### config.mk
export PLATFORM = sky130hd
export DESIGN_NAME = axi4_burst_master
export DESIGN_NICKNAME = d
export VERILOG_FILES = /design/src/rtl/axi4_master_pkg.sv /design/src/rtl/axi4_burst_master.sv
export SDC_FILE = /design/constraint.sdc
export NUM_CORES = 1
export LEC_CHECK = 0
export CORE_UTILIZATION = 30
export DETAILED_ROUTE_END_ITERATION = 10
export PLACE_DENSITY = 0.83
export SYNTH_ARGS = -nofsm -noshare
export SYNTH_HDL_FRONTEND = slang
export SYNTH_SLANG_ARGS = --single-unit
### constraint.sdc
create_clock -name ACLK -period 2.3 [get_ports ACLK]
set_input_delay 0.345 -clock ACLK [delete_from_list [all_inputs] [get_ports ACLK]]
set_output_delay 0.345 -clock ACLK [all_outputs]
set_load 0.005 [all_outputs]
### src/rtl/axi4_master_pkg.sv
// rtl/axi4_master_pkg.sv - shared state encoding and AXI response constants for axi4_burst_master
package axi4_master_pkg;

  typedef enum logic [2:0] {
    ST_IDLE,
    ST_AW_ADDR,
    ST_W_DATA,
    ST_B_RESP,
    ST_AR_ADDR,
    ST_R_DATA,
    ST_DONE
  } state_t;

  localparam logic [1:0] RESP_OKAY   = 2'b00;
  localparam logic [1:0] RESP_SLVERR = 2'b10;
  localparam int         AXI_4K_BYTES = 4096;

endpackage

### src/rtl/axi4_burst_master.sv
// rtl/axi4_burst_master.sv - single-outstanding AXI4 INCR burst initiator; AXI4_MASTER_4K_CHECK_EN rejects 4KB-crossing bursts
module axi4_burst_master
  import axi4_master_pkg::*;
#(
  parameter int DATA_WIDTH = 32,
  parameter int ADDR_WIDTH = 16
) (
  input  logic                  ACLK,
  input  logic                  ARESETn,
  input  logic                  cmd_valid,
  output logic                  cmd_ready,
  input  logic                  cmd_write,
  input  logic [ADDR_WIDTH-1:0] cmd_addr,
  input  logic [7:0]            cmd_len,
  input  logic [2:0]            cmd_size,
  input  logic [DATA_WIDTH-1:0] wr_data,
  input  logic                  wr_valid,
  output logic                  wr_ready,
  output logic [DATA_WIDTH-1:0] rd_data,
  output logic                  rd_valid,
  output logic                  rd_last,
  input  logic                  rd_ready,
  output logic                  done,
  output logic [1:0]            done_resp,
  output logic [ADDR_WIDTH-1:0] AWADDR,
  output logic [7:0]            AWLEN,
  output logic [2:0]            AWSIZE,
  output logic                  AWVALID,
  input  logic                  AWREADY,
  output logic [DATA_WIDTH-1:0] WDATA,
  output logic                  WVALID,
  output logic                  WLAST,
  input  logic                  WREADY,
  input  logic [1:0]            BRESP,
  input  logic                  BVALID,
  output logic                  BREADY,
  output logic [ADDR_WIDTH-1:0] ARADDR,
  output logic [7:0]            ARLEN,
  output logic [2:0]            ARSIZE,
  output logic                  ARVALID,
  input  logic                  ARREADY,
  input  logic [DATA_WIDTH-1:0] RDATA,
  input  logic [1:0]            RRESP,
  input  logic                  RVALID,
  input  logic                  RLAST,
  output logic                  RREADY
);

  localparam logic [2:0] MAX_SIZE = 3'($clog2(DATA_WIDTH / 8));

  state_t                  state, state_nxt;
  logic [ADDR_WIDTH-1:0]   addr_q;
  logic [7:0]              len_q;
  logic [2:0]              size_q;
  logic [8:0]              beat_cnt;
  logic [1:0]              resp_q;
  logic                    size_bad, cross_4k, reject;
  logic                    w_hs, r_hs, w_last;

  assign size_bad = (cmd_size > MAX_SIZE);

`ifdef AXI4_MASTER_4K_CHECK_EN
  logic [19:0] span_end;
  assign span_end = {8'b0, cmd_addr[11:0]} + ({11'b0, {1'b0, cmd_len} + 9'd1} << cmd_size);
  assign cross_4k = (span_end > 20'(AXI_4K_BYTES));
`else
  assign cross_4k = 1'b0;
`endif

  // Rejected commands skip the bus entirely and report SLVERR through DONE.
  assign reject = size_bad | cross_4k;
  assign w_last = (beat_cnt == {1'b0, len_q});
  assign w_hs   = (state == ST_W_DATA) && wr_valid && WREADY;
  assign r_hs   = (state == ST_R_DATA) && RVALID && rd_ready;

  always_ff @(posedge ACLK) begin
    if (!ARESETn) state <= ST_IDLE;
    else          state <= state_nxt;
  end

  always_comb begin
    state_nxt = state;
    case (state)
      ST_IDLE:    if (cmd_valid) state_nxt = reject ? ST_DONE : (cmd_write ? ST_AW_ADDR : ST_AR_ADDR);
      ST_AW_ADDR: if (AWREADY) state_nxt = ST_W_DATA;
      ST_W_DATA:  if (w_hs && w_last) state_nxt = ST_B_RESP;
      ST_B_RESP:  if (BVALID) state_nxt = ST_DONE;
      ST_AR_ADDR: if (ARREADY) state_nxt = ST_R_DATA;
      ST_R_DATA:  if (r_hs && RLAST) state_nxt = ST_DONE;
      ST_DONE:    state_nxt = ST_IDLE;
      default:    state_nxt = ST_IDLE;
    endcase
  end

  always_comb begin
    cmd_ready = 1'b0;
    AWVALID   = 1'b0;
    ARVALID   = 1'b0;
    WVALID    = 1'b0;
    WLAST     = 1'b0;
    wr_ready  = 1'b0;
    BREADY    = 1'b0;
    RREADY    = 1'b0;
    rd_valid  = 1'b0;
    rd_last   = 1'b0;
    done      = 1'b0;
    done_resp = RESP_OKAY;
    case (state)
      ST_IDLE:    cmd_ready = 1'b1;
      ST_AW_ADDR: AWVALID = 1'b1;
      ST_AR_ADDR: ARVALID = 1'b1;
      ST_W_DATA: begin
        WVALID   = wr_valid;
        WLAST    = w_last;
        wr_ready = WREADY;
      end
      ST_B_RESP:  BREADY = 1'b1;
      ST_R_DATA: begin
        RREADY   = rd_ready;
        rd_valid = RVALID;
        rd_last  = RLAST;
      end
      ST_DONE: begin
        done      = 1'b1;
        done_resp = resp_q;
      end
      default: ;
    endcase
  end

  assign AWADDR  = addr_q;
  assign AWLEN   = len_q;
  assign AWSIZE  = size_q;
  assign ARADDR  = addr_q;
  assign ARLEN   = len_q;
  assign ARSIZE  = size_q;
  assign WDATA   = wr_data;
  assign rd_data = RDATA;

  always_ff @(posedge ACLK) begin
    if (!ARESETn) begin
      addr_q   <= '0;
      len_q    <= '0;
      size_q   <= '0;
      beat_cnt <= '0;
      resp_q   <= RESP_OKAY;
    end else begin
      case (state)
        ST_IDLE: if (cmd_valid) begin
          addr_q <= cmd_addr;
          len_q  <= cmd_len;
          size_q <= cmd_size;
          resp_q <= reject ? RESP_SLVERR : RESP_OKAY;
        end
        ST_W_DATA: if (w_hs) beat_cnt <= w_last ? 9'd0 : beat_cnt + 9'd1;
        ST_B_RESP: if (BVALID) resp_q <= BRESP;
        ST_R_DATA: if (r_hs) begin
          // A short or long burst (RLAST off the expected beat) is reported as SLVERR.
          if (RLAST) begin
            beat_cnt <= 9'd0;
            resp_q   <= (beat_cnt != {1'b0, len_q}) ? RESP_SLVERR : (resp_q | RRESP);
          end else begin
            beat_cnt <= beat_cnt + 9'd1;
            resp_q   <= resp_q | RRESP;
          end
        end
        ST_DONE: resp_q <= RESP_OKAY;
        default: ;
      endcase
    end
  end

endmodule

==> results.py <==
metrics = {
    "worst_setup_path": {
        "cp_top_family": "simple AND/OR/NAND/NOR gates",
        "r2r_start": "state[1]",
        "worst-path-buf-inv": 1,
        "cpPeakStageDelay_ns": 0.51,
        "cp-start-kind": "register",
        "critPathKind": "reg2out",
        "worstPathCellList": "nor3b_4, and4_1, clkdlybuf4s50_1",
        "timing.rr.end": "beat_cnt[3]",
        "required_ns": 1.96,
        "crit_path_end_kind": "output port",
        "arrival_ns": 1.91,
        "r2r_setup_slack_ns": 0.48,
        "cp_slowest_cell": "dfxtp_1",
        "cp_max_fo": 9,
        "rr_worst_depth": 5,
    },
    "power": {
        "sw_frac_of_total": 0.3689,
        "intPower_w": 0.001913,
        "power_w": 0.003032,
        "p_comb_frac": 0.503,
        "clockPowerShare": 0.152,
        "pwr-share-seq": 0.345,
        "peakVddDrop_mv": 0.3397,
        "p_switching_w": 0.001119,
        "leakage_nw": 1.199,
        "power-per-cell-area_mw_per_mm2": 891.8,
    },
    "sta": {
        "finalSetupViolCount": 0,
        "fin_crit_sh": 0.9787,
        "finClkSkew_ns": 0.005215,
        "max-slew-margin-rel": 0.6388,
        "period_needed_ns": 2.251,
        "fmax_mhz": 444.2,
        "hold_viol": 0,
        "drv_slew": 0,
        "tightest_slew_ns": 0.5377,
    },
    "detailed_routing": {
        "drt_first_iter_violations": 62,
        "drc": 0,
        "vias": 2341,
        "drtAntennaViolNets": 0,
        "post_drt_wl_per_cell_um": 15.03,
        "first_pass_iters": 4,
        "routed_wl_mm": 7.186,
        "via_per_inst": 4.897,
    },
    "clocking": {
        "cts_num_sinks": 41,
        "clk_pin_slew_ns": 0.08,
        "cts_buffers": 5,
        "cts_root_buffer": "clkbuf_8",
        "insertion_delay_ns": 0.29,
        "tritoncts": "done",
        "clk_path_buf_depth": 2,
        "cts.htree.levels": 2,
        "postCtsSetupBuffers": 0,
    },
    "worst_hold_path": {
        "hold_end": "ARADDR[10]",
        "holdCritPathClass": "reg2reg",
        "hp-start": "ARADDR[10]",
        "whs_path_depth": 2,
    },
    "placed_design": {
        "io_buffer_count": 109,
        "place_area_mm2": 0.003301,
        "hpwl_mm": 5.480,
        "gp_congestion": 0.8539,
    },
    "floorplanning": {
        "die_h_um": 98.59,
        "core_area_mm2": 0.008891,
        "io_pins": 238,
        "start_util": 0.3148,
        "die_w_um": 98.59,
        "rows": 34,
        "die_area_mm2": 0.009720,
    },
    "yosys": {
        "syn_area_mm2": 0.002799,
        "avgSynthCellArea_um2": 7.974,
        "yosys_warnings": 0,
        "synthCells": 351,
        "ys_seq_elements": 41,
        "ys_seq_area_frac": 0.2932,
        "post_synth_num_cell_types": 47,
        "syn_nets": 459,
    },
    "job": {
        "drv_cap": 0,
    },
    "status": {
        "status": "finished clean",
    },
    "grt": {
        "grt_usage": 0.1421,
        "grt_max_degree": 32,
        "grt_overflow_total": 0,
        "first_global_vias": 2293,
        "grt_antenna_before_repair": 0,
        "grt_first_pass_wirelength_mm": 11.00,
    },
    "cells_and_area": {
        "fill_cells": 907,
        "layout-drive-gt1-share": 0.08649,
        "nets": 477,
        "diodes": 0,
        "final_cell_area_mm2": 0.003400,
        "areaGrowthSynthToFinish_pct": 21.46,
    },
}
## placed cells by master, fill, tap and decap left out, types with 3 or more instances in the layout
| cell | n |
|---|---|
| clkdlybuf4s50_1 | 109 |
| nand2_1 | 62 |
| dfxtp_1 | 35 |
| a21oi_1 | 32 |
| buf_4 | 9 |
| xnor2_1 | 8 |
| o21ai_0 | 8 |
| a211oi_1 | 8 |
| or3_1 | 7 |
| dfxtp_2 | 6 |
| and3_1 | 6 |
| nor3_1 | 6 |
| inv_1 | 5 |
| nand2b_1 | 5 |
| nand3_1 | 5 |
| nand4_1 | 5 |
| clkbuf_8 | 5 |
| nor2_1 | 4 |
| and2_1 | 4 |
| nor2b_1 | 3 |
| and4_1 | 3 |
## Yosys cell counts, drive strengths merged
library cell / number / share of area
mux4: 1 / 0.0080
nand2b: 5 / 0.011
nand3: 5 / 0.0089
or4b: 2 / 0.0085
xor2: 1 / 0.0031
dfxtp: 41 / 0.29
clkbuf: 5 / 0.0067
mux2i: 1 / 0.0036
xnor2: 8 / 0.025
a31oi: 2 / 0.0045
nand3b: 3 / 0.013
and2: 4 / 0.0089
nor3b: 3 / 0.0098
or3: 7 / 0.016
ha: 1 / 0.0045
nand4: 5 / 0.011
inv: 5 / 0.0067
a311o: 2 / 0.0072
nor3: 6 / 0.011
a22oi: 1 / 0.0027
a21oi: 32 / 0.057
nand2: 62 / 0.083
o21ai: 10 / 0.019
buf: 102 / 0.28
a311oi: 1 / 0.0031
nand4b: 1 / 0.0031
a211oi: 9 / 0.026
nor2b: 3 / 0.0067
and4: 4 / 0.013
o31ai: 1 / 0.0027
and3: 6 / 0.013
a2bb2oi: 2 / 0.0085
o211ai: 1 / 0.0027
nor4: 1 / 0.0076
nor2: 5 / 0.0076
nor4b: 1 / 0.0031
or2: 2 / 0.0045
## tightest hold or removal path, stage by stage, from the launching register on
cell and delay (ns):
dfxtp_1 0.33, nand2_1 0.05, a21oi_1 0.05
## state kept, by name, summed over array words and instances (netlist names)
signal and count:
resp_q 2, state 3, ARADDR 16, ARLEN 8, beat_cnt 9, ARSIZE 3
## area by class of cell
cell class / instances / area [um^2] / area share
multi-input combinational: 198 / 1176 / 0.3460
sequential: 41 / 828.3 / 0.2437
clock inverter: 2 / 10.01 / 0.002944
inverter: 5 / 18.77 / 0.005521
timing repair buffer: 118 / 1159 / 0.3408
tap: 108 / 135.1 / 0.03975
clock buffer: 6 / 72.57 / 0.02135
## per-stage QoR
| stage | utilization | TNS, ns | std cells | hold WS (ns) | setup WS, ns |
|---|---|---|---|---|---|
| floorplan | - | 0 | 351 | 0.4658 | 0.8333 |
| global placement | 0.3712 | 0 | 470 | 0.4557 | 0.3237 |
| detailed placement | 0.3712 | 0 | 470 | 0.4648 | 0.2864 |
| CTS | 0.3805 | 0 | 478 | 0.4771 | 0.002023 |
| global route | 0.3824 | -0.01014 | 478 | 0.5016 | -0.01014 |
| finish | 0.3824 | 0 | 478 | 0.4739 | 0.04899 |
## power by group through the flow
stage	Sequential, W	Clock, W	Combinational, W
floorplan	0.000970	0	0.00109
global placement	0.00103	0	0.00149
detailed placement	0.00105	0	0.00152
CTS	0.00103	0.000480	0.00153
global route	0.00107	0.000508	0.00167
finish	0.00105	0.000461	0.00153
## worst max-delay path by stage
stage                      from          end  slack (ns)  depth (start not counted)
floorplan              state[1]   ARADDR[10]        0.83                          6
global placement          RLAST      rd_last        0.32                          4
detailed placement     rd_ready  beat_cnt[6]        0.29                          6
CTS                    state[0]        WLAST       0.002                          3
global route        beat_cnt[3]        WLAST       -0.01                          4
finish                 state[1]        WLAST        0.05                          3
## kinds of logic (layout without fill, tap and decap cells)
logic type | Yosys count | count (layout) | share of synthesized area
xor gates and xnor gates | 9 | 9 | 0.02816
AOI/OAI and AO/OA | 61 | 61 | 0.1337
DFF | 41 | 41 | 0.2933
muxes | 2 | 2 | 0.01162
and+or+nand+nor | 125 | 125 | 0.2392
adders and majority gates | 1 | 1 | 0.004470
buffers and inverters | 112 | 131 | 0.2897
## what timing repair did
action,in CTS,in global routing
hold buffers,0,0
setup endpoints to repair,0,5
gates resized for setup,0,8
## routing by layer
metal  track usage  up-vias  part of all wire
met4       0.07233        0             0.029
li1              -     1132                 -
met5             0        -                 0
met3       0.04468       30             0.080
met2        0.2503      121              0.50
met1        0.1535     1058              0.39
(Power assumes the default switching activity.)
